===== src/rtl/prio_scheduler.sv =====
`default_nettype none
// ============================================================================
// Module   : prio_scheduler
// Purpose  : Grants one prepared priority queue per packet. The default build
//            uses strict priority. Defining PRIO_SCHEDULER_WRR_EN adds a
//            weighted-round-robin mode, selected at run time by sp0_wrr1.
// Revision : 1.0 - initial release
// ============================================================================
module prio_scheduler #(
    parameter int num_of_priorities = 8,
    parameter int wrr_weight_width  = 5,
    localparam int ID_W = (num_of_priorities > 1) ? $clog2(num_of_priorities) : 1
) (
    input  logic                         clk,
    input  logic                         rst,
    input  logic                         sp0_wrr1,
    input  logic [wrr_weight_width-1:0]  wrr_weight,
    input  logic [num_of_priorities-1:0] prepared,
    input  logic                         ready,
    input  logic                         pkt_done,
    output logic [num_of_priorities-1:0] grant,
    output logic [ID_W-1:0]              grant_id,
    output logic                         grant_vld
);

    typedef enum logic {
        IDLE  = 1'b0,
        SERVE = 1'b1
    } state_t;

    state_t                         state_q, state_d;
    logic [num_of_priorities-1:0]   grant_q, grant_d;
    logic [ID_W-1:0]                grant_id_q, grant_id_d;
    logic                           grant_vld_q, grant_vld_d;
    logic [ID_W-1:0]                sp_idx;
    logic [ID_W-1:0]                sel_idx;

    // Lowest prepared index wins in strict priority.
    always_comb begin
        sp_idx = '0;
        for (int i = num_of_priorities - 1; i >= 0; i--) begin
            if (prepared[i]) sp_idx = ID_W'(i);
        end
    end

`ifdef PRIO_SCHEDULER_WRR_EN
    logic [ID_W-1:0]             ptr_q, ptr_d;
    logic [wrr_weight_width-1:0] crd_q, crd_d;
    logic [ID_W-1:0]             nxt_idx;
    logic [ID_W-1:0]             wrr_idx;
    logic [ID_W-1:0]             wrr_ptr;
    logic [wrr_weight_width-1:0] wrr_crd;
    logic [wrr_weight_width-1:0] crd_load;

    // Scan offsets from far to near so the nearest prepared queue after ptr
    // wins; offset num_of_priorities wraps back to ptr itself.
    always_comb begin
        int j;
        nxt_idx = ptr_q;
        for (int off = num_of_priorities; off >= 1; off--) begin
            j = int'(ptr_q) + off;
            if (j >= num_of_priorities) j = j - num_of_priorities;
            if (prepared[j]) nxt_idx = ID_W'(j);
        end
    end

    // A zero weight behaves as one packet per turn.
    assign crd_load = (wrr_weight == '0) ? '0 : (wrr_weight - wrr_weight_width'(1));

    always_comb begin
        if (prepared[ptr_q] && (crd_q != '0)) begin
            wrr_idx = ptr_q;
            wrr_ptr = ptr_q;
            wrr_crd = crd_q - wrr_weight_width'(1);
        end else begin
            wrr_idx = nxt_idx;
            wrr_ptr = nxt_idx;
            wrr_crd = crd_load;
        end
    end

    assign sel_idx = sp0_wrr1 ? wrr_idx : sp_idx;
`else
    logic unused_cfg;
    assign unused_cfg = ^{sp0_wrr1, wrr_weight};
    assign sel_idx    = sp_idx;
`endif

    always_comb begin
        state_d     = state_q;
        grant_d     = grant_q;
        grant_id_d  = grant_id_q;
        grant_vld_d = grant_vld_q;
`ifdef PRIO_SCHEDULER_WRR_EN
        ptr_d       = ptr_q;
        crd_d       = crd_q;
`endif
        case (state_q)
            IDLE: begin
                if (ready && (|prepared)) begin
                    state_d          = SERVE;
                    grant_d          = '0;
                    grant_d[sel_idx] = 1'b1;
                    grant_id_d       = sel_idx;
                    grant_vld_d      = 1'b1;
`ifdef PRIO_SCHEDULER_WRR_EN
                    if (sp0_wrr1) begin
                        ptr_d = wrr_ptr;
                        crd_d = wrr_crd;
                    end
`endif
                end
            end
            SERVE: begin
                if (pkt_done) begin
                    state_d     = IDLE;
                    grant_d     = '0;
                    grant_id_d  = '0;
                    grant_vld_d = 1'b0;
                end
            end
            default: begin
                state_d     = IDLE;
                grant_d     = '0;
                grant_id_d  = '0;
                grant_vld_d = 1'b0;
            end
        endcase
    end

    always_ff @(posedge clk or negedge rst) begin
        if (!rst) begin
            state_q     <= IDLE;
            grant_q     <= '0;
            grant_id_q  <= '0;
            grant_vld_q <= 1'b0;
`ifdef PRIO_SCHEDULER_WRR_EN
            ptr_q       <= '0;
            crd_q       <= '0;
`endif
        end else begin
            state_q     <= state_d;
            grant_q     <= grant_d;
            grant_id_q  <= grant_id_d;
            grant_vld_q <= grant_vld_d;
`ifdef PRIO_SCHEDULER_WRR_EN
            ptr_q       <= ptr_d;
            crd_q       <= crd_d;
`endif
        end
    end

    assign grant     = grant_q;
    assign grant_id  = grant_id_q;
    assign grant_vld = grant_vld_q;

endmodule
`default_nettype wire

===== config.mk =====
export PLATFORM = sky130hd
export DESIGN_NAME = prio_scheduler
export DESIGN_NICKNAME = d
export VERILOG_FILES = /design/src/rtl/prio_scheduler.sv
export SDC_FILE = /design/constraint.sdc
export NUM_CORES = 1
export LEC_CHECK = 0
export BUFFER_PORTS_ARGS = -buffer_cell sky130_fd_sc_hd__buf_2
export CELL_PAD_IN_SITES_DETAIL_PLACEMENT = 1
export CELL_PAD_IN_SITES_GLOBAL_PLACEMENT = 2
export CORE_MARGIN = 2
export CORE_UTILIZATION = 25
export CTS_BUF_LIST = sky130_fd_sc_hd__clkbuf_8 sky130_fd_sc_hd__clkbuf_16
export DETAILED_ROUTE_END_ITERATION = 6
export PLACE_DENSITY = 0.84
export SYNTH_ARGS = -nofsm -noshare
export SYNTH_HDL_FRONTEND = slang
export SYNTH_SLANG_ARGS = --single-unit

===== constraint.sdc =====
create_clock -name clk -period 1.7 [get_ports clk]
set_input_delay 0.17 -clock clk [delete_from_list [all_inputs] [get_ports clk]]
set_output_delay 0.17 -clock clk [all_outputs]
set_load 0.1 [all_outputs]

==> results.sh <==
export IMPL_clock_latency_ps=240
export IMPL_wl_per_cell_um=13.5
export IMPL_end_kind="flip-flop"
export IMPL_clk_pin_slew_ps=50
export IMPL_worstPathCellList="nand2b_1 > a31o_2 > and2_1 > a22o_1"
export IMPL_gp_congestion=0.715
export IMPL_pwr_density_cell_nw_per_um2=1170
export IMPL_final_cells=111
export IMPL_crit_type="reg2reg"
export IMPL_cts_repair_resized=0
export IMPL_drc_errors=0
export IMPL_postSynthCellCount=55
export IMPL_synth_adder_area_share_pct=0
export IMPL_dpl_hpwl_um=1190
export IMPL_core_region_area_sq_um=2230
export IMPL_worst_path_max_fanout=7
export IMPL_synth_area_sq_um=599
export IMPL_clock_sinks=13
export IMPL_synthArstFlopShare_pct=100
export IMPL_crit_arrival_ps=1630
export IMPL_startpoint_type="flip-flop"
export IMPL_nFillCells=266
export IMPL_relSlewSlack_pct=67.5
export IMPL_regArea_sq_um=325
export IMPL_dieArea_sq_um=2800
export IMPL_multi_input_area_sq_um=250
export IMPL_min_path_cells=2
export IMPL_critPathMaxStageDelay_ps=400
export IMPL_overflow=0
export IMPL_vias=532
export IMPL_root_buffer="clkbuf_8"
export IMPL_htree_levels=1
export IMPL_avgSynthCellArea_sq_um=10.9
export IMPL_synth_simple_area_share_pct=15.4
export IMPL_worst_slack_ps=200
export IMPL_critPathRequiredTime_ps=1830
export IMPL_wl_um=1500
export IMPL_antennaDiodeCount=0
export IMPL_area_growth_pct=34.9
export IMPL_die_h_um=53.0
export IMPL_synth_compound_area_share_pct=24.4
export IMPL_max_cap_violations=0
export IMPL_layout_drive_gt1_share_pct=38.6
export IMPL_ant_nets=0
export IMPL_synth_main_ff_cell="dfrtp_1"
export IMPL_synthMuxAreaShare_pct=1.88
export IMPL_cts_tree="built"
export IMPL_timing_hold_violations_final=0
export IMPL_skew_ps=0.619
export IMPL_track_usage_pct=12.2
export IMPL_worstRegToRegCells=4
export IMPL_rows=17
export IMPL_cts_buffers=3
export IMPL_die_x_um=53.0
export IMPL_tightest_slew_ps=491
export IMPL_fmax_mhz=667
export IMPL_final_net_count=102
export IMPL_hold_class="in2reg"
export IMPL_synth_top_family_by_area="compound AO/OA/AOI/OAI gates"
export IMPL_grt_pass1_wl_um=2430
export IMPL_ys_seq_area_share_pct=54.3
export IMPL_clockBufferDepth=2
export IMPL_layout_common_cells="23 x buf_2, 13 x dfrtp_1, 6 x nor2_1"
export IMPL_tns_ps=0
export IMPL_setup_viol=0
export IMPL_min_period_ps=1500
export IMPL_synth_enable_flop_cells=0
export IMPL_grt_max_degree=14
export IMPL_synth_fp_nets=73
export IMPL_ys_ff_latch=13
export IMPL_dp_slack_ps=178
export IMPL_portBuffers=23
export IMPL_drt_first_iter_violations=4
export IMPL_firstDrtPassIters=2
export IMPL_status="finished clean"
export IMPL_vias_per_cell=4.79
export IMPL_crit_slowest_cell="dfrtp_1"
export IMPL_ir_drop_mv=0.562
export IMPL_initial_core_util_pct=26.8
export IMPL_grt_pass1_vias=561
export IMPL_antenna_found_initial=0
export IMPL_synth_xor_area_share_pct=0
export IMPL_synth_warnings=0
export IMPL_dp_cells=106
export IMPL_p_leak_nw=0.416
export IMPL_synthDistinctLibCells=23
export IMPL_io_pins=30
export IMPL_maxSlewViolCount=0
export IMPL_rsz0062_at_grt="false"
export IMPL_fin_crit_sh_pct=88.2
export IMPL_final_common_cell="buf_2"
## what timing repair did
action	in CTS	in global routing
hold buffers	1	0
buffers inserted	0	0
endpoints found under the hold margin	13	0
## routing by layer
| layer | share of wire [%] | vias to the layer above | wire length, um | GRT usage (%) |
|---|---|---|---|---|
| met5 | 0 | - | 0 | 0 |
| li1 | - | 255 | - | - |
| met1 | 48 | 259 | 713 | 15.9 |
| met2 | 46 | 16 | 696 | 17.9 |
| met4 | 1.0 | 0 | 15 | 7.69 |
| met3 | 4.8 | 2 | 72 | 3.11 |
## flip-flops by register name, indices dropped and copies added, names as in the netlist
signal	flops
state_q	1
grant_vld	1
grant	8
grant_id	3
## worst max-delay path, delay by kind of cell, from the launching register on
family	cells	cell delay, ps
AOI/OAI and AO/OA	2	560
DFF	1	400
and+or+nand+nor	2	430
## area by class of cell
class                      instances  area share, %
clock buffer                       3           5.11
timing repair buffer              25           16.4
inverter                           5           2.32
clock inverter                     1          0.619
sequential                        13           40.2
multi-input combinational         36           31.0
tap                               28           4.33
## cell families (layout without fill, tap and decap cells)
kind of cell           Yosys count  in the layout
multiplexers                     1              1
AND/OR/NAND/NOR                 18             18
AO/OA/AOI/OAI                   17             17
buffers and inverters            6             34
flip-flops                      13             13
## per-stage QoR
step	hold slack (ps)	total power, mW	instance area [sq um]	util [%]
2_1_floorplan	-126	0.601	599	-
3_3_place_gp	71.9	0.670	752	33.7
3_5_place_dp	71.6	0.675	752	33.7
4_1_cts	116	0.961	808	36.2
5_1_grt	151	0.993	808	36.2
6_report	116	0.944	808	36.2
## synth_stat cells (2+ instances only)
| master | number | area (sq um) |
|---|---|---|
| a22o_1 | 5 | 43.8 |
| and2_1 | 2 | 12.5 |
| dfrtp_1 | 13 | 325 |
| inv_1 | 5 | 18.8 |
| nand2_1 | 4 | 15.0 |
| nand2b_1 | 2 | 12.5 |
| nor2_1 | 6 | 22.5 |
| o21ai_0 | 2 | 10.0 |
| o32ai_1 | 2 | 17.5 |
## power by group
group | total, mW | switching [mW] | internal [mW]
Clock | 0.275 | 0.113 | 0.162
Sequential | 0.352 | 0.0146 | 0.337
Combinational | 0.317 | 0.253 | 0.0635
Total | 0.944 | 0.381 | 0.563
## path summary, 6_finish.rpt
kind	to	slack [ps]	from
worst max-delay path	grant[3]	200	state_q
worst min-delay path	state_q	120	pkt_done
worst max register to register	grant[3]	200	state_q
worst min register to register	grant_vld	490	grant_vld
max in group asynchronous	grant_id[2]	1140	rst
min in group asynchronous	grant[0]	340	rst
Power figures use the tool's default switching activity.
